[src/rtl/uart_tx_arbiter.sv]
// Round-robin arbiter that shares one UART transmitter between three message sources.
// Optional forced release of a stalled owner is compiled in with UART_ARB_TIMEOUT_EN.
module uart_tx_arbiter #(
   parameter int TIMEOUT_CYC = 50_000
) (
   input  logic        clk,
   input  logic        rst,
   input  logic [2:0]  req,
   input  logic [23:0] req_data,
   input  logic [2:0]  req_last,
   output logic [2:0]  ack,
   output logic [2:0]  grant,
   output logic [7:0]  tx_data,
   output logic        tx_start,
   input  logic        tx_busy,
   output logic        timeout_err
);

   // Handshakes: a requester holds req[i] with its byte on req_data[i] until ack[i]
   // pulses; the byte is captured in LOAD and ack follows one cycle later together
   // with tx_start. The UART raises tx_busy after tx_start and drops it when done.
   localparam logic [2:0] S_IDLE    = 3'd0;
   localparam logic [2:0] S_LOAD    = 3'd1;
   localparam logic [2:0] S_WAIT_HI = 3'd2;
   localparam logic [2:0] S_WAIT_LO = 3'd3;
   localparam logic [2:0] S_HOLD    = 3'd4;

   if (TIMEOUT_CYC < 2) begin : g_bad_cfg
      $error("uart_tx_arbiter: TIMEOUT_CYC must be at least 2");
   end

   logic [2:0] state;
   logic [1:0] owner;
   logic [1:0] last_owner;
   logic       is_last;
   logic       win_valid;
   logic [1:0] win_idx;
   logic [1:0] cand;
   logic       tmo_hit;

   function automatic logic [1:0] next_idx(input logic [1:0] i);
      return (i == 2'd2) ? 2'd0 : i + 2'd1;
   endfunction

   // Search starts just after the previous owner so every requester gets a turn.
   always_comb begin
      win_valid = 1'b0;
      win_idx   = 2'd0;
      cand      = next_idx(last_owner);
      for (int k = 0; k < 3; k++) begin
         if (!win_valid && req[cand]) begin
            win_valid = 1'b1;
            win_idx   = cand;
         end
         cand = next_idx(cand);
      end
   end

`ifdef UART_ARB_TIMEOUT_EN
   localparam int CW = (TIMEOUT_CYC > 2) ? $clog2(TIMEOUT_CYC) : 1;
   localparam logic [CW-1:0] TMO_LAST = CW'(TIMEOUT_CYC - 1);

   logic [CW-1:0] tmo_cnt;
   logic          tmo_err_q;

   assign tmo_hit     = ((state == S_WAIT_HI) || (state == S_HOLD)) && (tmo_cnt == TMO_LAST);
   assign timeout_err = tmo_err_q;

   // Cleared on the transitions into WAIT_HI (from LOAD) and HOLD (from WAIT_LO).
   always_ff @(posedge clk) begin
      if (!rst) begin
         tmo_cnt   <= '0;
         tmo_err_q <= 1'b0;
      end else begin
         tmo_err_q <= tmo_hit;
         if ((state == S_LOAD) || ((state == S_WAIT_LO) && !tx_busy)) begin
            tmo_cnt <= '0;
         end else if ((state == S_WAIT_HI) || (state == S_HOLD)) begin
            tmo_cnt <= tmo_cnt + 1'b1;
         end
      end
   end
`else
   assign tmo_hit     = 1'b0;
   assign timeout_err = 1'b0;
`endif

   always_ff @(posedge clk) begin
      if (!rst) begin
         state      <= S_IDLE;
         owner      <= 2'd0;
         last_owner <= 2'd2;
         is_last    <= 1'b0;
         grant      <= 3'b000;
         ack        <= 3'b000;
         tx_start   <= 1'b0;
         tx_data    <= 8'h00;
      end else begin
         tx_start <= 1'b0;
         ack      <= 3'b000;
         case (state)
            S_IDLE: begin
               if (win_valid) begin
                  owner <= win_idx;
                  grant <= 3'b001 << win_idx;
                  state <= S_LOAD;
               end
            end
            S_LOAD: begin
               tx_data  <= req_data[{owner, 3'b000} +: 8];
               tx_start <= 1'b1;
               ack      <= 3'b001 << owner;
               is_last  <= req_last[owner];
               state    <= S_WAIT_HI;
            end
            S_WAIT_HI: begin
               if (tmo_hit) begin
                  last_owner <= owner;
                  grant      <= 3'b000;
                  state      <= S_IDLE;
               end else if (tx_busy) begin
                  state <= S_WAIT_LO;
               end
            end
            S_WAIT_LO: begin
               if (!tx_busy) begin
                  if (is_last) begin
                     last_owner <= owner;
                     grant      <= 3'b000;
                     state      <= S_IDLE;
                  end else begin
                     state <= S_HOLD;
                  end
               end
            end
            S_HOLD: begin
               // Packet lock: only the current owner may continue its message.
               if (tmo_hit) begin
                  last_owner <= owner;
                  grant      <= 3'b000;
                  state      <= S_IDLE;
               end else if (req[owner]) begin
                  state <= S_LOAD;
               end
            end
            default: state <= S_IDLE;
         endcase
      end
   end

endmodule

[config.mk]
export PLATFORM = sky130hd
export DESIGN_NAME = uart_tx_arbiter
export DESIGN_NICKNAME = d
export VERILOG_FILES = /design/src/rtl/uart_tx_arbiter.sv
export SDC_FILE = /design/constraint.sdc
export NUM_CORES = 1
export LEC_CHECK = 0
export CORE_MARGIN = 3
export CORE_UTILIZATION = 40
export CTS_CLUSTER_SIZE = 12
export DETAILED_ROUTE_END_ITERATION = 16
export HOLD_SLACK_MARGIN = 0.08
export PLACE_DENSITY = 0.75
export SYNTH_ARGS = -nofsm -noshare
export SYNTH_HDL_FRONTEND = slang
export SYNTH_SLANG_ARGS = --single-unit
[constraint.sdc]
create_clock -name clk -period 1.55 [get_ports clk]
set_input_delay 0.3875 -clock clk [delete_from_list [all_inputs] [get_ports clk]]
set_output_delay 0.3875 -clock clk [all_outputs]
set_load 0.005 [all_outputs]
==> results of run 1 <==
registers in the layout (all words and copies together), names as in the netlist:
name,flops
ack,3
grant,3
is_last,1
last_owner,2
state,3
owner,2
tx_start,1
tx_data,8
worst min-delay path: stages, from the launching register on:
cell and delay (ps):
dfxtp_2 340, nand3_1 50, a21oi_1 60
power by group through the flow:
| stage | combinational, W | sequential (W) | clock, W |
|---|---|---|---|
| floorplan | 0.000186 | 0.000710 | 0 |
| global placement | 0.000451 | 0.000709 | 0 |
| detailed placement | 0.000464 | 0.000710 | 0 |
| CTS | 0.000456 | 0.000700 | 0.000275 |
| finish | 0.000446 | 0.000701 | 0.000270 |
| global route | 0.000495 | 0.000713 | 0.000298 |
metrics by stage:
stage	std cells	instance area [sq um]	setup WS, ps
final	207	1660	47.7
after global routing	207	1660	0.727
after CTS	207	1620	3.58
after detailed placement	203	1600	-296
after global placement	203	1600	-254
after floorplan	125	1040	197
worst min path at each step:
stage / cells past startpoint / startpoint / slack (ps) / endpoint
after floorplan: 2 / grant[0]$_SDFFE_PN0P_ / 460 / grant[0]$_SDFFE_PN0P_
after global placement: 2 / grant[0]$_SDFFE_PN0P_ / 450 / grant[0]$_SDFFE_PN0P_
after detailed placement: 2 / grant[2]$_SDFFE_PN0P_ / 460 / grant[2]$_SDFFE_PN0P_
after CTS: 2 / grant[2]$_SDFFE_PN0P_ / 480 / grant[2]$_SDFFE_PN0P_
after global routing: 2 / grant[1]$_SDFFE_PN0P_ / 490 / grant[1]$_SDFFE_PN0P_
final: 2 / grant[2]$_SDFFE_PN0P_ / 470 / grant[2]$_SDFFE_PN0P_
cell usage after synthesis (all sizes together):
master  number
o21ai       10
dfxtp       23
o211ai       1
or4          1
buf          4
and3         1
nand2        5
nand4b       1
o22ai        2
or4b         1
inv          2
nor2b        3
nand3        6
o31ai        1
nor2        15
nor4         2
a211oi       1
mux2i       12
nor3b        2
o21a         1
clkbuf       5
a21oi       22
nor3         2
conb         1
a32oi        1
layout make-up:
type                    instances  area share
clock buffers                   4      0.0158
multi-input cells              91       0.326
well taps                      28      0.0211
repair buffers                 59       0.350
flip-flops and latches         23       0.283
inverters                       2     0.00452
layer usage:
layer	track usage	vias to the layer above
met1	0.230	497
met2	0.285	50
met3	0.0701	2
met4	0.0596	0
met5	0	-
li1	-	554
logic make-up after synthesis:
group                  share of synthesized area
flip-flops                                 0.443
buffers and inverters                     0.0470
multiplexers                               0.116
other                                    0.00361
AO/OA/AOI/OAI                              0.204
AND/OR/NAND/NOR                            0.187
cell usage in the layout, fill, tap and decap left out, types with 3 or more instances in the layout:
cell	n
a21oi_1	22
buf_4	12
clkbuf_4	3
clkdlybuf4s50_1	33
dfxtp_1	15
dfxtp_2	8
dlygate4sd2_1	4
dlymetal6s2s_1	10
mux2i_1	12
nand2_1	5
nand3_1	6
nor2_1	15
o21ai_0	10
repair_timing:
item                                   CTS  global route
setup endpoints to repair                8            15
resized for setup                        8            16
endpoints found under the hold margin    0             0
pin swaps                                0             0
==> impl_results.md, run 1 <==
- Final core occ: 0.710
- Drt pass-1 iters: 4
- Gr usage total: 0.182
- Final hold violations: 0
- Clock Skews: 5.17 ps
- Die width: 57.0 microns
- CTS tree: done
- Syn Nets: 158
- Switching Share: 0.284
- DRC: 0
- DPL Wire Length: 2160 microns
- Synth Register Bits: 23
- Top layer in use: met4
- Cell leakage power: roughly 0.82 nW
- Gate Count Post-Synth: 125
- Core Area: 2340 sq um
- Syn_area_per_cell: 8.31 sq um
- H-tree depth: 1
- Via density: 5.33
- Pins over their slew limit: 0
- Cts bufs inserted: 3
- Synth area leader: dfxtp_1
- Metal-1 WL: 1130 microns
- Post-synthesis instance area: between 1000 and 1500 sq um
- Vias: 1103
- Area Growth Syn to Fin: 59.9%
- Ranking of synthesized cells by area: dfxtp_1, mux2i_1, a21oi_1, nor2_1, o21ai_0
- Comb pwr share: 0.315
- Share of layout cells above drive strength 1: 0.145
- Worst EP arrival: 1110 ps
- Routed wire length: 2790 microns
- Die area: 3240 sq um
- Crit path kind: register to output port
- Part of the power in registers: 0.495
- Switching pwr: a little over 0.0004 W
- Routed length per instance: 13.5 microns
- Total Power: 0.00142 W
- Hold_buf cts: 0
- Fillers: 199
- Port Buffers: 47
- Fmax: 666 MHz
- Reg2reg setup slack: 130 ps
- Synth cell types: 26
- Starting Density: 0.444
- R2r endpoint: last_owner[1]$_SDFFE_PN1P_
- Setup crit end kind: output port
- CP startpoint kind: register
- Root buf cell: clkbuf_4
- Status: completed
- Area of the multi-input gates: 541 sq um
- Setup violators final: 0
- Met2 WL: 1290 microns
- Nets: 213
- # clock sinks: 23
- Beginning of the critical path: tx_start$_SDFF_PN0_
- Initial antenna violation count: 0
- Post-CTS setup buffers: 0
- HP Class: register to register
- First-pass GRT wire length: 4660 microns
- # rows: 17
- RSZ-0062 raised after global routing: no
- Area occupied by registers: about 470 sq um
- Hold slack: 470 ps
- Antenna-violating nets left: 0
- Reg2Reg Depth: 4
- Int Pwr: 0.00101 W
- Die Y: roughly 57 microns
- Clock power share: 0.190
- Clock Tree Buf Depth: 2
- Worst setup path endpoint: tx_start
- Pin count of the biggest net entering global routing: 15
- Met3 wire len: approximately 340 microns
- Setup TNS: 0 ps
- CP delay by family, top: buffers and inverters
- Placer congestion estimate: 0.816
- CP Depth: 1
- Worst skew pair latency: 310 ps
- Worst vdd ir: 0.469 mV
- Tmin final: around 1500 ps
- Critical Path RT: around 1200 ps
- DRT iter0 DRCs: 29
- PD cells: 854 nW/um^2
- Critical-path cell list: clkdlybuf4s50_1
- Area share of the largest cell type after synthesis: 0.443
- ANT cells: 0
- Worst path max stage delay: 490 ps
- WP buf/inv: 1
- Maxcap violations: 0
- Grt ovf: 0
- Clk slew on worst S/H paths: 120 ps
- Seq/Total Area, Yosys: 0.443
- Num ports: 49
- Crit Reg-Reg Startpoint: state[1]$_SDFFE_PN0P_
- YS warnings: 0
- Crit share post-route: 0.969
- Critical Path Fanout Max: 1
- Vias in the first global route: 1043
- Slowest-stage cell, CP: clkdlybuf4s50_1
Note: power is estimated with default switching activity, not from simulation.
==> run 2, diff against run 1 <==
--- a/config.mk
+++ b/config.mk
@@ -7,6 +7,7 @@
 export LEC_CHECK = 0
 export CORE_MARGIN = 3
 export CORE_UTILIZATION = 40
+export CTS_CLUSTER_DIAMETER = 200
 export CTS_CLUSTER_SIZE = 12
 export DETAILED_ROUTE_END_ITERATION = 16
 export HOLD_SLACK_MARGIN = 0.08
==> results of run 2 <==
Same layout as run 1: the final DEF is identical, and so are final timing and power.
==> run 3, diff against run 2 <==
--- a/config.mk
+++ b/config.mk
@@ -5,11 +5,14 @@
 export SDC_FILE = /design/constraint.sdc
 export NUM_CORES = 1
 export LEC_CHECK = 0
+export ABC_AREA = 0
+export ABC_CLOCK_PERIOD_IN_PS = 1550
 export CORE_MARGIN = 3
 export CORE_UTILIZATION = 40
 export CTS_CLUSTER_DIAMETER = 200
 export CTS_CLUSTER_SIZE = 12
 export DETAILED_ROUTE_END_ITERATION = 16
+export GPL_ROUTABILITY_DRIVEN = 0
 export HOLD_SLACK_MARGIN = 0.08
 export PLACE_DENSITY = 0.75
 export SYNTH_ARGS = -nofsm -noshare
==> results of run 3 <==
Same layout as run 1: the final DEF is identical, and so are final timing and power.
